==> src/rtl/ones_serializer_pkg.sv <==
// ---------------------------------------------------------------------------
// ones_serializer_pkg
// Shared definitions for the ones serializer:
//   - ser_state_t : FSM state encoding (IDLE, ONE, GAPS, DONE)
//   - GAP_MAX     : largest supported inter-one gap
//   - gap_w()     : width of the gap counter for a given GAP value
// ---------------------------------------------------------------------------
package ones_serializer_pkg;

  typedef enum logic [1:0] {
    IDLE = 2'd0,
    ONE  = 2'd1,
    GAPS = 2'd2,
    DONE = 2'd3
  } ser_state_t;

  localparam int GAP_MAX = 15;

  // Bits needed to hold the value GAP; never narrower than one bit so the
  // tied-off counter for GAP==0 still has a legal vector width.
  function automatic int gap_w(input int gap);
    if (gap < 1) begin
      return 1;
    end else begin
      return $clog2(gap + 1);
    end
  endfunction

endpackage

==> src/rtl/load_down_counter.sv <==
// ---------------------------------------------------------------------------
// load_down_counter
// Loadable down counter with a zero flag. Load has priority over decrement;
// decrement stops at zero instead of wrapping.
// Ports:
//   clk        : rising-edge clock
//   reset      : synchronous, active-high reset (count -> 0)
//   i_load     : load i_load_val this cycle
//   i_load_val : value to load
//   i_dec      : decrement by one this cycle (ignored at zero)
//   o_cnt      : current count
//   o_zero     : count equals zero
// ---------------------------------------------------------------------------
module load_down_counter
  import ones_serializer_pkg::*;
#(
  parameter int W = 3
) (
  input  logic         clk,
  input  logic         reset,
  input  logic         i_load,
  input  logic [W-1:0] i_load_val,
  input  logic         i_dec,
  output logic [W-1:0] o_cnt,
  output logic         o_zero
);

  logic [W-1:0] r_cnt;

  // Count register: reset, load, saturating decrement, hold.
  always_ff @(posedge clk) begin
    if (reset) begin
      r_cnt <= {W{1'b0}};
    end else if (i_load) begin
      r_cnt <= i_load_val;
    end else if (i_dec && (r_cnt != {W{1'b0}})) begin
      r_cnt <= r_cnt - W'(1);
    end else begin
      r_cnt <= r_cnt;
    end
  end

  assign o_cnt  = r_cnt;
  assign o_zero = (r_cnt == {W{1'b0}});

endmodule

==> src/rtl/ones_serializer.sv <==
// ---------------------------------------------------------------------------
// ones_serializer
// Accepts a count N over a valid/ready handshake and emits exactly N '1'
// cycles on ser_out, each pair separated by GAP '0' cycles, then raises a
// one-cycle done pulse. N=0 goes straight to the done pulse.
// Ports:
//   clk       : rising-edge clock
//   reset     : synchronous, active-high reset; abandons a burst silently
//   cnt_in    : number of ones to emit, sampled only on the handshake edge
//   cnt_valid : cnt_in valid
//   cnt_ready : block can accept a count (IDLE)
//   ser_out   : registered serial output
//   busy      : high from the cycle after accept through the done cycle
//   done      : one-cycle completion pulse
// All outputs are flops loaded from the next-state value, so none of them
// has a combinational path from an input.
// ---------------------------------------------------------------------------
module ones_serializer
  import ones_serializer_pkg::*;
#(
  parameter int CNT_W = 3,
  parameter int GAP   = 0
) (
  input  logic             clk,
  input  logic             reset,
  input  logic [CNT_W-1:0] cnt_in,
  input  logic             cnt_valid,
  output logic             cnt_ready,
  output logic             ser_out,
  output logic             busy,
  output logic             done
);

  localparam int GW = gap_w(GAP);

  ser_state_t r_state;
  ser_state_t w_state_nxt;

  logic r_ser_out;
  logic r_busy;
  logic r_done;
  logic r_cnt_ready;

  logic             w_hs;
  logic             w_cnt_zero;
  logic             w_rem_load;
  logic             w_rem_dec;
  logic [CNT_W-1:0] w_rem_cnt;
  logic             w_rem_zero;
  logic             w_rem_last;
  logic             w_gap_load;
  logic             w_gap_dec;
  logic [GW-1:0]    w_gap_cnt;
  logic             w_gap_zero;
  logic             w_gap_last;

  assign w_hs       = cnt_valid & r_cnt_ready;
  assign w_cnt_zero = (cnt_in == {CNT_W{1'b0}});
  assign w_rem_last = (w_rem_cnt == CNT_W'(1));
  assign w_gap_last = (w_gap_cnt == GW'(1));

  // Ones still to be emitted in the current burst.
  load_down_counter #(
    .W (CNT_W)
  ) u_rem_cnt (
    .clk        (clk),
    .reset      (reset),
    .i_load     (w_rem_load),
    .i_load_val (cnt_in),
    .i_dec      (w_rem_dec),
    .o_cnt      (w_rem_cnt),
    .o_zero     (w_rem_zero)
  );

  generate
    if (GAP > 0) begin : g_gap
      // Zero cycles left before the next '1'.
      load_down_counter #(
        .W (GW)
      ) u_gap_cnt (
        .clk        (clk),
        .reset      (reset),
        .i_load     (w_gap_load),
        .i_load_val (GW'(GAP)),
        .i_dec      (w_gap_dec),
        .o_cnt      (w_gap_cnt),
        .o_zero     (w_gap_zero)
      );
    end else begin : g_no_gap
      // GAPS is unreachable without a gap; hold the counter outputs idle.
      logic w_gap_unused;
      assign w_gap_unused = w_gap_load ^ w_gap_dec;
      assign w_gap_cnt    = {GW{1'b0}};
      assign w_gap_zero   = 1'b1;
    end
  endgenerate

  // Next-state and counter-control decode.
  always_comb begin
    w_state_nxt = r_state;
    w_rem_load  = 1'b0;
    w_rem_dec   = 1'b0;
    w_gap_load  = 1'b0;
    w_gap_dec   = 1'b0;
    case (r_state)
      IDLE: begin
        if (w_hs) begin
          if (w_cnt_zero) begin
            w_state_nxt = DONE;
          end else begin
            w_rem_load  = 1'b1;
            w_state_nxt = ONE;
          end
        end else begin
          w_state_nxt = IDLE;
        end
      end
      ONE: begin
        w_rem_dec = 1'b1;
        // Zero is unreachable here; treating it as last keeps a corrupted
        // counter from trapping the FSM in ONE.
        if (w_rem_last || w_rem_zero) begin
          w_state_nxt = DONE;
        end else if (GAP > 0) begin
          w_gap_load  = 1'b1;
          w_state_nxt = GAPS;
        end else begin
          w_state_nxt = ONE;
        end
      end
      GAPS: begin
        w_gap_dec = 1'b1;
        if (w_gap_last || w_gap_zero) begin
          w_state_nxt = ONE;
        end else begin
          w_state_nxt = GAPS;
        end
      end
      DONE: begin
        w_state_nxt = IDLE;
      end
      default: begin
        w_state_nxt = IDLE;
      end
    endcase
  end

  // State and output registers; outputs follow the state being entered.
  always_ff @(posedge clk) begin
    if (reset) begin
      r_state     <= IDLE;
      r_ser_out   <= 1'b0;
      r_busy      <= 1'b0;
      r_done      <= 1'b0;
      r_cnt_ready <= 1'b1;
    end else begin
      r_state     <= w_state_nxt;
      r_ser_out   <= (w_state_nxt == ONE);
      r_busy      <= (w_state_nxt != IDLE);
      r_done      <= (w_state_nxt == DONE);
      r_cnt_ready <= (w_state_nxt == IDLE);
    end
  end

  assign ser_out   = r_ser_out;
  assign busy      = r_busy;
  assign done      = r_done;
  assign cnt_ready = r_cnt_ready;

endmodule

==> config.mk <==
export PLATFORM = sky130hd
export DESIGN_NAME = ones_serializer
export DESIGN_NICKNAME = d
export VERILOG_FILES = /design/src/rtl/ones_serializer_pkg.sv /design/src/rtl/load_down_counter.sv /design/src/rtl/ones_serializer.sv
export SDC_FILE = /design/constraint.sdc
export NUM_CORES = 1
export LEC_CHECK = 0
export ABC_AREA = 1
export BUFFER_PORTS_ARGS = -buffer_cell sky130_fd_sc_hd__buf_2
export CAP_MARGIN = 15
export CELL_PAD_IN_SITES_DETAIL_PLACEMENT = 2
export CELL_PAD_IN_SITES_GLOBAL_PLACEMENT = 2
export CORE_UTILIZATION = 28
export CTS_CLUSTER_SIZE = 12
export DETAILED_ROUTE_END_ITERATION = 12
export PLACE_DENSITY = 0.79
export SLEW_MARGIN = 20
export SYNTH_ARGS = -nofsm -noshare
export SYNTH_HDL_FRONTEND = slang
export SYNTH_SLANG_ARGS = --single-unit
==> constraint.sdc <==
create_clock -name clk -period 1.5 [get_ports clk]
set_input_delay 0.3 -clock clk [delete_from_list [all_inputs] [get_ports clk]]
set_output_delay 0.3 -clock clk [all_outputs]
set_load 0.01 [all_outputs]
==> results by group <==
Status
  – Outcome: complete, no violations

Synthesis
  – Syn. warnings: 0
  – Synth Register Bits: 9
  – Syn Inst Count: 64
  – Top_reg_cell synth: dfxtp_1
  – Register area share after synthesis: 36.73%
  – Post-synth EDFFs: 0
  – Post-Syn Nets: 75
  – Post-synth ARST share: 0%
  – Post-Syn Area per Cell: 7.664 µm²
  – Cell Area, Synth: 490.5 µm²
  – Yosys cell types: 16

Floorplan
  – Core Box Area: 1577 µm²
  – Die height: 43.86 µm
  – Boundary Pins: 10
  – Die area: 1923 µm²
  – FP Rows: 14
  – Die Span X: 43.86 µm
  – Starting density of the core: 31.11%

Finish
  – Multi-input gate area: 259.0 µm²
  – Fill cells: 195
  – Layout cells sized above 1: 38.96%
  – Inserted Diodes: 0
  – Final non-filler cell total: 93
  – Reg area: 181.4 µm²
  – Commonest cells after routing, fill and taps aside: inv_1 (9), nand2_1 (9), buf_2 (9)
  – Layout Nets: 89
  – Area grow syn2layout: 19.90%

Setup path
  – CP Capture Type: flop
  – CP top delay family: adder cells
  – Reg2Reg Setup Slack: 0.13 ns
  – CP required: 1.67 ns
  – WP buf/inv: 3
  – CP max-delay cell: dfxtp_2
  – Startpoint type of the worst setup path: flop
  – Max incr delay on CP: 0.34 ns
  – Critical path arrival: 1.53 ns
  – CP cell instances: inv_1 > ha_1 > ha_1 > inv_2 > nand2_1 > nand3_1 > nand2_1 > nand2_2 > inv_1
  – Crit Path Category: flop to flop
  – CP max FO: 3

Placement
  – GP Congestion: 0.6431
  – Post-Place Cells: 89
  – Post-DP HPWL: 915 µm
  – IO Port Bufs: 9

GRT
  – Met3 Resource Use GR: 8.750%
  – GR Util met1: 15.05%
  – GR Util All Layers: 14.74%
  – Vias in the first global route: 443
  – GRT busiest layer: met2
  – Met2 Use GR: 23.88%
  – Grt ovf: 0
  – First-pass GRT wire length: 1.876 mm
  – Antenna violations before repair: 0
  – Largest net degree at the start of global routing: 6

STA
  – Setup violations, final: 0
  – Slew @ Worst Pin: 0.1670 ns
  – Peak Freq: 732.6 MHz
  – RSZ-0062 raised after global routing: false
  – Final hold slack: 0.2307 ns
  – Final hold violations: 0
  – Slew margin rel.: 88.85%
  – Crit share post-route: 91.01%
  – Final critical-path required period: 1.365 ns
  – Clock Skews: 0.004823 ns
  – Max-slew violations: 0
  – Total negative setup slack: 0 ns

CTS
  – CTS sink cnt: 9
  – Clock-pin slew on the worst setup and hold paths: 0.06 ns
  – Root buf cell: clkbuf_4
  – H-tree depth: 1
  – Clk Latency, worst-skew pair: 0.27 ns
  – CTS Buffer Depth: 2
  – CTS tree: built
  – CTS Buf Count: 3

Routing
  – Drt initial violations: 0
  – Vias: 412
  – DR vias/cell: 4.430
  – Routed len/inst: 11.48 µm
  – Post-Route WL: 1.068 mm
  – Post-DRT Antenna Nets: 0
  – Residual DRC count: 0
  – Drt first pass iters: 1

Worst hold path
  – Hold Path Class: input port to flop

Pwr
  – Peak supply drop: 0.4422 mV
  – LEAKAGE: 0.3091 nW
  – PwrDens: 1109 nW/µm²
  – Total Power: 0.6524 mW

Job
  – Max-cap viol count: 0
sequential cells by signal, summed over array words and instances (netlist names):
signal and flops:
ser_out 1, busy 1, r_state 2, u_rem_cnt.o_cnt 3, cnt_ready 1, done 1
worst reg2reg max path, stage by stage (launching register included):
cell	delay, ns
dfxtp_2	0.34
inv_1	0.05
ha_1	0.19
ha_1	0.20
inv_2	0.07
nand2_1	0.07
nand3_1	0.11
nand2_1	0.10
nand2_2	0.08
inv_1	0.04
cell usage after synthesis (2+ instances only):
master    n  share of area (%)
nor2_2    2                2.6
nor2_1    9                6.9
nand3_1   3                3.1
inv_1     9                6.9
dfxtp_1   9                 37
ha_1      5                 13
o21ai_2   2                3.6
nand2_2   4                5.1
nand2_1  10                7.7
inv_2     5                3.8
layer usage:
metal  routed length, µm  vias to the layer above  part of all wire, %
met4                  23                        0                  2.2
met5                   0                        -                    0
li1                    -                      216                    -
met2                 559                        4                   52
met3                  51                        4                  4.8
met1                 435                      188                   41
where the power goes:
group	total [mW]	leakage [nW]	switching (mW)	internal, mW
Combinational	0.184	0.220	0.114	0.0693
Clock	0.194	0.0150	0.0908	0.103
Sequential	0.275	0.0744	0.0109	0.264
Total	0.652	0.309	0.216	0.436
cell type report:
cell class	instances	share of cell area (%)
inverters	15	9.574
repair buffers	9	7.660
well taps	16	3.404
multi-input cells	40	44.04
flip-flops and latches	9	30.85
clock buffers	4	4.468
logic make-up (layout without fill, tap and decap cells):
logic type	count (synthesis)	in the layout	synth area share, %
simple gates	30	30	31.63
buf+inv	15	28	11.48
flops	9	9	36.73
fa+ha+maj	5	5	12.76
compound gates	4	4	5.611
xor+xnor	1	1	1.786
final timing paths:
check / startpoint / endpoint / depth (start not counted)
max reg2reg: u_rem_cnt.o_cnt[0] / r_state[1] / 9
min reg2reg: u_rem_cnt.o_cnt[1] / u_rem_cnt.o_cnt[1] / 2
max: u_rem_cnt.o_cnt[0] / r_state[1] / 9
min: reset / u_rem_cnt.o_cnt[2] / 2
metrics by stage:
| stage | util (%) | cell area [µm²] | setup slack [ns] |
|---|---|---|---|
| 2_1_floorplan | - | 490.5 | 0.2166 |
| 3_3_place_gp | 35.24 | 555.5 | 0.1159 |
| 3_5_place_dp | 35.24 | 555.5 | 0.07529 |
| 4_1_cts | 36.90 | 581.8 | 0.06205 |
| 5_1_grt | 37.30 | 588.1 | 0.008940 |
| 6_report | 37.30 | 588.1 | 0.1349 |
repair_timing:
| action | CTS | global route |
|---|---|---|
| setup buffers | 0 | 0 |
| hold buffers | 0 | 0 |
| endpoints found under the setup margin | 0 | 4 |
| resized for setup | 0 | 3 |
No activity file was read; power rests on OpenSTA's default activity.
